===== config.mk =====
export PLATFORM = sky130hd
export DESIGN_NAME = display_scan_ctrl
export DESIGN_NICKNAME = d
export VERILOG_FILES = /design/src/rtl/display_scan_ctrl.sv
export SDC_FILE = /design/constraint.sdc
export NUM_CORES = 1
export LEC_CHECK = 0
export BUFFER_PORTS_ARGS = -buffer_cell sky130_fd_sc_hd__buf_4
export CORE_AREA = 10 10 96 98
export DETAILED_ROUTE_END_ITERATION = 8
export DIE_AREA = 0 0 106 108
export PLACE_DENSITY = 0.59
export REMOVE_ABC_BUFFERS = 1
export SLEW_MARGIN = 5
export SYNTH_ARGS = -nofsm -noshare
export SYNTH_HDL_FRONTEND = slang
export SYNTH_SLANG_ARGS = --single-unit

===== constraint.sdc =====
create_clock -name CLK -period 4.2 [get_ports CLK]
set_input_delay 0.21 -clock CLK [delete_from_list [all_inputs] [get_ports CLK]]
set_output_delay 0.21 -clock CLK [all_outputs]
set_load 0.01 [all_outputs]

===== src/rtl/display_scan_ctrl.sv =====
// display_scan_ctrl: 4-digit multiplexed 7-segment scanner with per-slot anti-ghost guard,
// leading-zero blanking and frame-synchronous double-buffered digit loading.
module display_scan_ctrl #(
   parameter int PRESCALE = 1000,
   parameter int GUARD    = 4,
   parameter bit BLANK_LZ = 1'b1
) (
   input  logic        CLK,
   input  logic        RESET,
   input  logic [15:0] digit_data,
   input  logic        load,
   input  logic        blank,
   output logic        load_ack,
   output logic        frame_tick,
   output logic [6:0]  seg,
   output logic [3:0]  an
);
   typedef enum logic {S_GUARD, S_DRIVE} state_t;
   localparam logic [15:0] LAST = 16'(PRESCALE - 1);
   localparam logic [15:0] GRD  = 16'(GUARD);
   state_t      state, state_d;
   logic [15:0] cnt, cnt_d, displayed, pending;
   logic [1:0]  idx;
   logic        pending_valid, wrap, frame_end, xfer, lz_blank;
   logic [3:0]  nib, an_d;
   logic [6:0]  seg_d;

   function automatic logic [6:0] decode(input logic [3:0] n);
      case (n)
         4'h0: decode = 7'h3F;
         4'h1: decode = 7'h06;
         4'h2: decode = 7'h5B;
         4'h3: decode = 7'h4F;
         4'h4: decode = 7'h66;
         4'h5: decode = 7'h6D;
         4'h6: decode = 7'h7D;
         4'h7: decode = 7'h07;
         4'h8: decode = 7'h7F;
         4'h9: decode = 7'h6F;
         4'hA: decode = 7'h40;
         4'hB: decode = 7'h79;
         default: decode = 7'h00;
      endcase
   endfunction

   assign wrap       = cnt == LAST;
   assign frame_end  = wrap && idx == 2'd3;
   assign frame_tick = frame_end;
   assign xfer       = frame_end && (load || pending_valid);
   assign cnt_d      = wrap ? 16'd0 : cnt + 16'd1;
   assign nib        = displayed[{idx, 2'b00} +: 4];
   // a digit is a leading zero when it and every nibble above it are zero
   assign lz_blank   = BLANK_LZ && idx != 2'd0 && (displayed >> {idx, 2'b00}) == 16'd0;

   always_comb begin
      state_d = state == S_GUARD ? (cnt_d == GRD ? S_DRIVE : S_GUARD) : (wrap ? S_GUARD : S_DRIVE);
      an_d    = 4'b0000;
      seg_d   = 7'h00;
      if (state == S_DRIVE && !blank) begin
         an_d  = 4'b0001 << idx;
         seg_d = lz_blank ? 7'h00 : decode(nib);
      end
   end

   always_ff @(posedge CLK) begin
      if (RESET) begin
         state         <= S_GUARD;
         cnt           <= 16'd0;
         idx           <= 2'd0;
         displayed     <= 16'h0000;
         pending       <= 16'h0000;
         pending_valid <= 1'b0;
         an            <= 4'b0000;
         seg           <= 7'h00;
         load_ack      <= 1'b0;
      end else begin
         state    <= state_d;
         cnt      <= cnt_d;
         an       <= an_d;
         seg      <= seg_d;
         load_ack <= xfer;
         if (wrap) idx <= idx + 2'd1;
         // transfers happen only at the frame boundary so one frame never mixes values
         if (frame_end) begin
            if (xfer) displayed <= load ? digit_data : pending;
            pending_valid <= 1'b0;
         end else if (load) begin
            pending       <= digit_data;
            pending_valid <= 1'b1;
         end
      end
   end
endmodule


# Word-level counts from Yosys, hierarchy flattened

Memories as Yosys holds them, arrays and structs flattened. A register that Yosys moved wholly into a read port is not among the register bits.
Cells that the tools add are included.
Widths: inputs -> output; s select.

Add/subtract/negate cells: 2
Eq/ne operators: 3
Shift-type cells: 3
Muxes and demuxes: 5
Bitwise gates (word level): 1
Reduce and logical (&&, ||, !) cells: 12

Operator list:

| operator              | count |
|---|---|
| $mux 16               | 2 |
| $add 16x1->16 const B | 1 |
| $eq 16x10->1 const B  | 1 |
| $eq 16x3->1 const B   | 1 |
| $logic_not 16->1      | 1 |
| $shiftx 16x5->4       | 1 |
| $shr 16x4->16         | 1 |
| $logic_and 1x1->1     | 4 |
| $reduce_or 2->1       | 2 |
| $shl 1x2->4 const A   | 1 |
| $mux 1                | 3 |
| $reduce_or 3->1       | 1 |
| $add 2x1->2 const B   | 1 |
| $eq 2x2->1 const B    | 1 |
| $reduce_and 2->1      | 1 |
| $reduce_bool 2->1     | 1 |
| $logic_not 1->1       | 1 |
| $logic_or 1x1->1      | 1 |
| $not 1->1             | 1 |

Flip-flop bits (word level): 57
Memory bits (read-only): 112
Bits of input ports: 20
Output and inout port bits: 13
Logic and storage cells: 35
Memories kept: 1

Memories:

| name             | words | width | rd ports | clocked after memory_dff | wr ports | line | text |
|---|---|---|---|---|---|---|---|
| (name not given) | 16    | 7     | 1        | 1                        | 0        | 29   | `case (n)` |

# Logic depth before layout (Yosys ltp)

Depth after elaboration: 5
Gate-level depth with buffers: 9
Gate-level depth less buffers: 8

# Worst setup path after synthesis

OpenSTA, ideal clock, no wires.

Path type: register to register
From: register idx[0]
To: register seg[1]
Library setup time: 0.142 ns
Data arrival time: 2.550 ns
Data required time: 4.058 ns
Path slack: 1.508 ns
Stages on the path, launching flop included: 8
Path buffers: 1
Period minus slack after synthesis: 2.692 ns
Cells stage by stage: dfxtp_1 -> buf_2 -> mux4_2 -> inv_1 -> ha_1 -> or4b_2 -> o31ai_1 -> nor2_1

Cells in the longest elaborated chain, start to end: 4
Elaborated cells between the ends (all ways): 6
Classes of those cells: 2 x shift; 4 x reduce/logical

Ends and longest elaborated chain:

| what                      | line | text |
|---|---|---|
| start: declaration        | 23   | `logic [1:0] idx;` |
| start signal: assignment  | 82   | `if (wrap) idx <= idx + 2'd1;` |
| $shr 16x4->16             | 53   | `assign lz_blank = BLANK_LZ && idx != 2'd0 && (displayed >> {idx, 2'b00}) == 16'd0;` |
| $logic_not 16->1          | 53   |  |
| $logic_and 1x1->1         | 53   |  |
| $reduce_or 3->1 (no line) | --   |  |
| end: declaration          | 15   | `output logic [6:0] seg,` |

Several ways; a longest one is shown, not always the timed one.
A chain may end at the register's enable or synchronous reset.

# Final worst setup path

From: register idx[0]
To: register seg[2]

The elaborated chain is that of the path after synthesis.

==> run summary <==
Before antenna repair, the detailed router went through 4 iterations. The total power consumption of the routed design is around 1.3 mW. The maximum ir drop on the vdd rail is 0.185 mV. The worst endpoint required time came out at 4.39 ns. For the pin with the worst max-slew slack, the measured transition is 1.04 ns.

Global routing consumed, over all layers together, about an eighth of the routing resources. The capturing element type of the critical path is a flop. The remaining routing DRC violations is 0. The pin count of the biggest net entering global routing is 44. The number of distinct library cells after synthesis came out at 47. The pre-CTS setup slack came out at roughly 1.1 ns.

Setup violations remaining at the end of the flow were counted as 0. The worst setup slack for register-to-register paths is ~1.1 ns. The quantity of hold-fixing buffers added after cts came out at 0. The accumulated negative setup slack is 0 ns.

The die covers between 0.01 and 0.015 mm². Synthesis produced about 330 cells. The maximum root-to-sink buffer count came out at 2. Setup repair after global routing left no endpoint under its margin. Yosys instantiated no cell more often than nor2_1.

Summing over every cut layer, the via total after detailed routing is between 2000 and 2500. After synthesis, the share of flip-flops with an asynchronous set or reset is 0%. The largest clock skew in the final design came out at roughly 0.015 ns. The number of max-slew violations in the final report is 0. In the final routed layout, each cell accounts on average for between 10 and 15 µm. The final cycle utilization of the critical path came out at 73.9%. 0 antenna diodes ended up in the layout. Summed over all layers, the global routing overflow is 0. STA classifies the critical path startpoint as a flop. The final critical delay including setup and external delays came out at 3.10 ns. The floorplan step defined a core boundary enclosing between 0.007 and 0.008 mm². The power density of the placed cells is roughly 350 mW/mm². The cell area after placement came out at 0.00342 mm².

The fraction of final layout cells with drive strength greater than 1 is a little under a quarter. The top cell type by area accounts for 39.8% of the synthesized area. By area the synthesized netlist is led by dfxtp_1 40%, mux2i_1 11%, nor2_1 7.8%, mux2_2 5.6%, xnor2_1 3.3%. The number of maximum-capacitance constraint violations came out at 0.

The CTS clock-pin slew for the worst setup and hold paths came out at roughly 0.070 ns. The final non-filler cell area came out at between 0.003 and 0.004 mm². The number of placed instances, taps included came out at between 400 and 500.

The register area share after synthesis is 39.8%. The area of the mapped netlist came out at around 0.0032 mm². The top cell type by total area after synthesis is dfxtp_1. The clock latency of the later-clocked register in the worst-skew pair is about 0.35 ns. The floorplan has 32 rows.

The via count of the first global-routing pass is approximately 2300. The number of antenna violations at the first check in global routing was 0. The number of buffers created by CTS is 9. The worst-path maximum fanout is 10.

The HPWL after detailed placement came out at between 4 and 5 mm. The vertical die dimension is about 110 µm. The die width is between 100 and 150 µm.

The area added between synthesis and finish is 13.1%. The clock net in this run drives a total of 64 sinks. The first global-routing pass estimated ~11 mm of wire. The capturing point of the worst reg2reg path is seg[2]. Buffers added to address setup during post-CTS repair amount to 0.

The worst hold path terminates at an[0]. The tightest hold margin came out at around 0.066 ns. The top achievable clock speed is approximately 320 MHz. The number of failing hold endpoints at the final stage is 0. TritonCTS built the clock tree. The final core area utilization came out at roughly 49%.

The data arrival time of the critical path is 3.30 ns. In this run the clock root is driven by a clkbuf_8. The worst slew slack as a fraction of its limit came out at 30.4%. During placement, the flow inserted port buffers numbering 32. The worst register-to-register path begins at idx[0]. The most used flip-flop cell after synthesis is dfxtp_1. The iteration-0 DRC count of the detailed router is 76.

The commonest cells after synthesis are 67 x nor2_1, 64 x dfxtp_1, 34 x mux2i_1, 16 x mux2_2. In this run, synthesis produced a sequential element count of between 60 and 70. The tightest min-delay check is of the input port to flop type.

The total wire length came out at 6.51 mm. The critical path start-end classification is flop to flop. The synthesized area divided by synthesized cell count came out at approximately 9.8 µm².

33 I/O pins were placed. The number of enable-type register cells in the synthesized netlist is 0. The deepest level of the CTS H-tree came out at 3. The quantity of gates resized following cts came out at 0. The static power due to leakage came out at between 1 and 1.5 nW. The finished layout holds between 400 and 500 standard cells, fillers aside. The flow ran to the end, and the final reports show no timing, DRC or antenna violations. The net count of the finished layout is around 380. The post-detailed-route via-to-cell ratio came out at ~5.1. The path depth of the worst reg2reg path came out at 6.

The worst path meets setup with approximately 1.1 ns of slack. The final weighted congestion of routability-driven global placement is around 0.87. The starting density of the core came out at a little over two fifths.

The post-route antenna net violation count is 0. The startpoint identified for the worst hold timing path is blank. The yosys synthesis warning count came out at 0. The cell depth of the worst hold path is 2.
[layout by cell type, fill, tap and decap left out, types with 5 or more instances in the layout]
cell type	n
buf_4	33
mux2i_1	34
a21oi_1	12
inv_1	9
xnor2_1	12
xor2_1	6
nand4_1	6
clkbuf_8	9
nor4_1	5
nand3_1	7
nand2b_1	7
mux2_2	16
nand2_1	9
dfxtp_1	64
nor2_1	67
ha_1	7
[worst max-delay path, cell delays in order, from the launching register on]
cell and delay (ns):
dfxtp_1 0.61, mux4_2 0.64, inv_1 0.11, ha_1 0.18, or4b_2 0.60, o31ai_1 0.70
nor2_1 0.12
[flip-flops by register name, summed over array words and instances, names as in the netlist]
signal         flops
pending           16
pending_valid      1
load_ack           1
seg                7
cnt               16
state              1
idx                2
displayed         16
an                 4
[power breakdown]
group,internal (mW),total (mW),switching (mW)
sequential,0.620,0.627,0.00774
combinational,0.0397,0.0742,0.0345
clock,0.335,0.583,0.248
[layout make-up]
class	instances	area [µm²]
Fill cell	725	3810
Multi-Input combinational cell	235	1730
Sequential cell	64	1280
Timing Repair Buffer	33	248
Tap cell	102	128
Clock buffer	9	124
Clock inverter	7	96.3
Inverter	9	33.8
[layer usage]
layer	part of all wire (%)	track usage, %
met5	0	0
met4	2.1	5.90
met3	4.3	3.15
met2	46	18.8
met1	48	14.5
[worst max path at each step]
stage,start,to,slack [ns],depth (start not counted)
after floorplan,idx[0],seg[1],1.46,6
after global placement,idx[0],seg[6],1.24,6
after detailed placement,idx[0],seg[2],1.09,6
after CTS,idx[0],seg[2],1.08,6
after global routing,idx[0],seg[6],0.86,6
final,idx[0],seg[2],1.10,6
[kinds of logic after synthesis]
group                      count (synthesis)  synth area share [%]
AOI/OAI and AO/OA                         24                  4.97
xor gates and xnor gates                  18                  4.90
adders and majority gates                  7                  2.72
buffers and inverters                     28                  6.45
DFF                                       64                  39.8
muxes                                     54                  19.0
and+or+nand+nor                          132                  22.2
No activity file was read; power rests on OpenSTA's default activity.
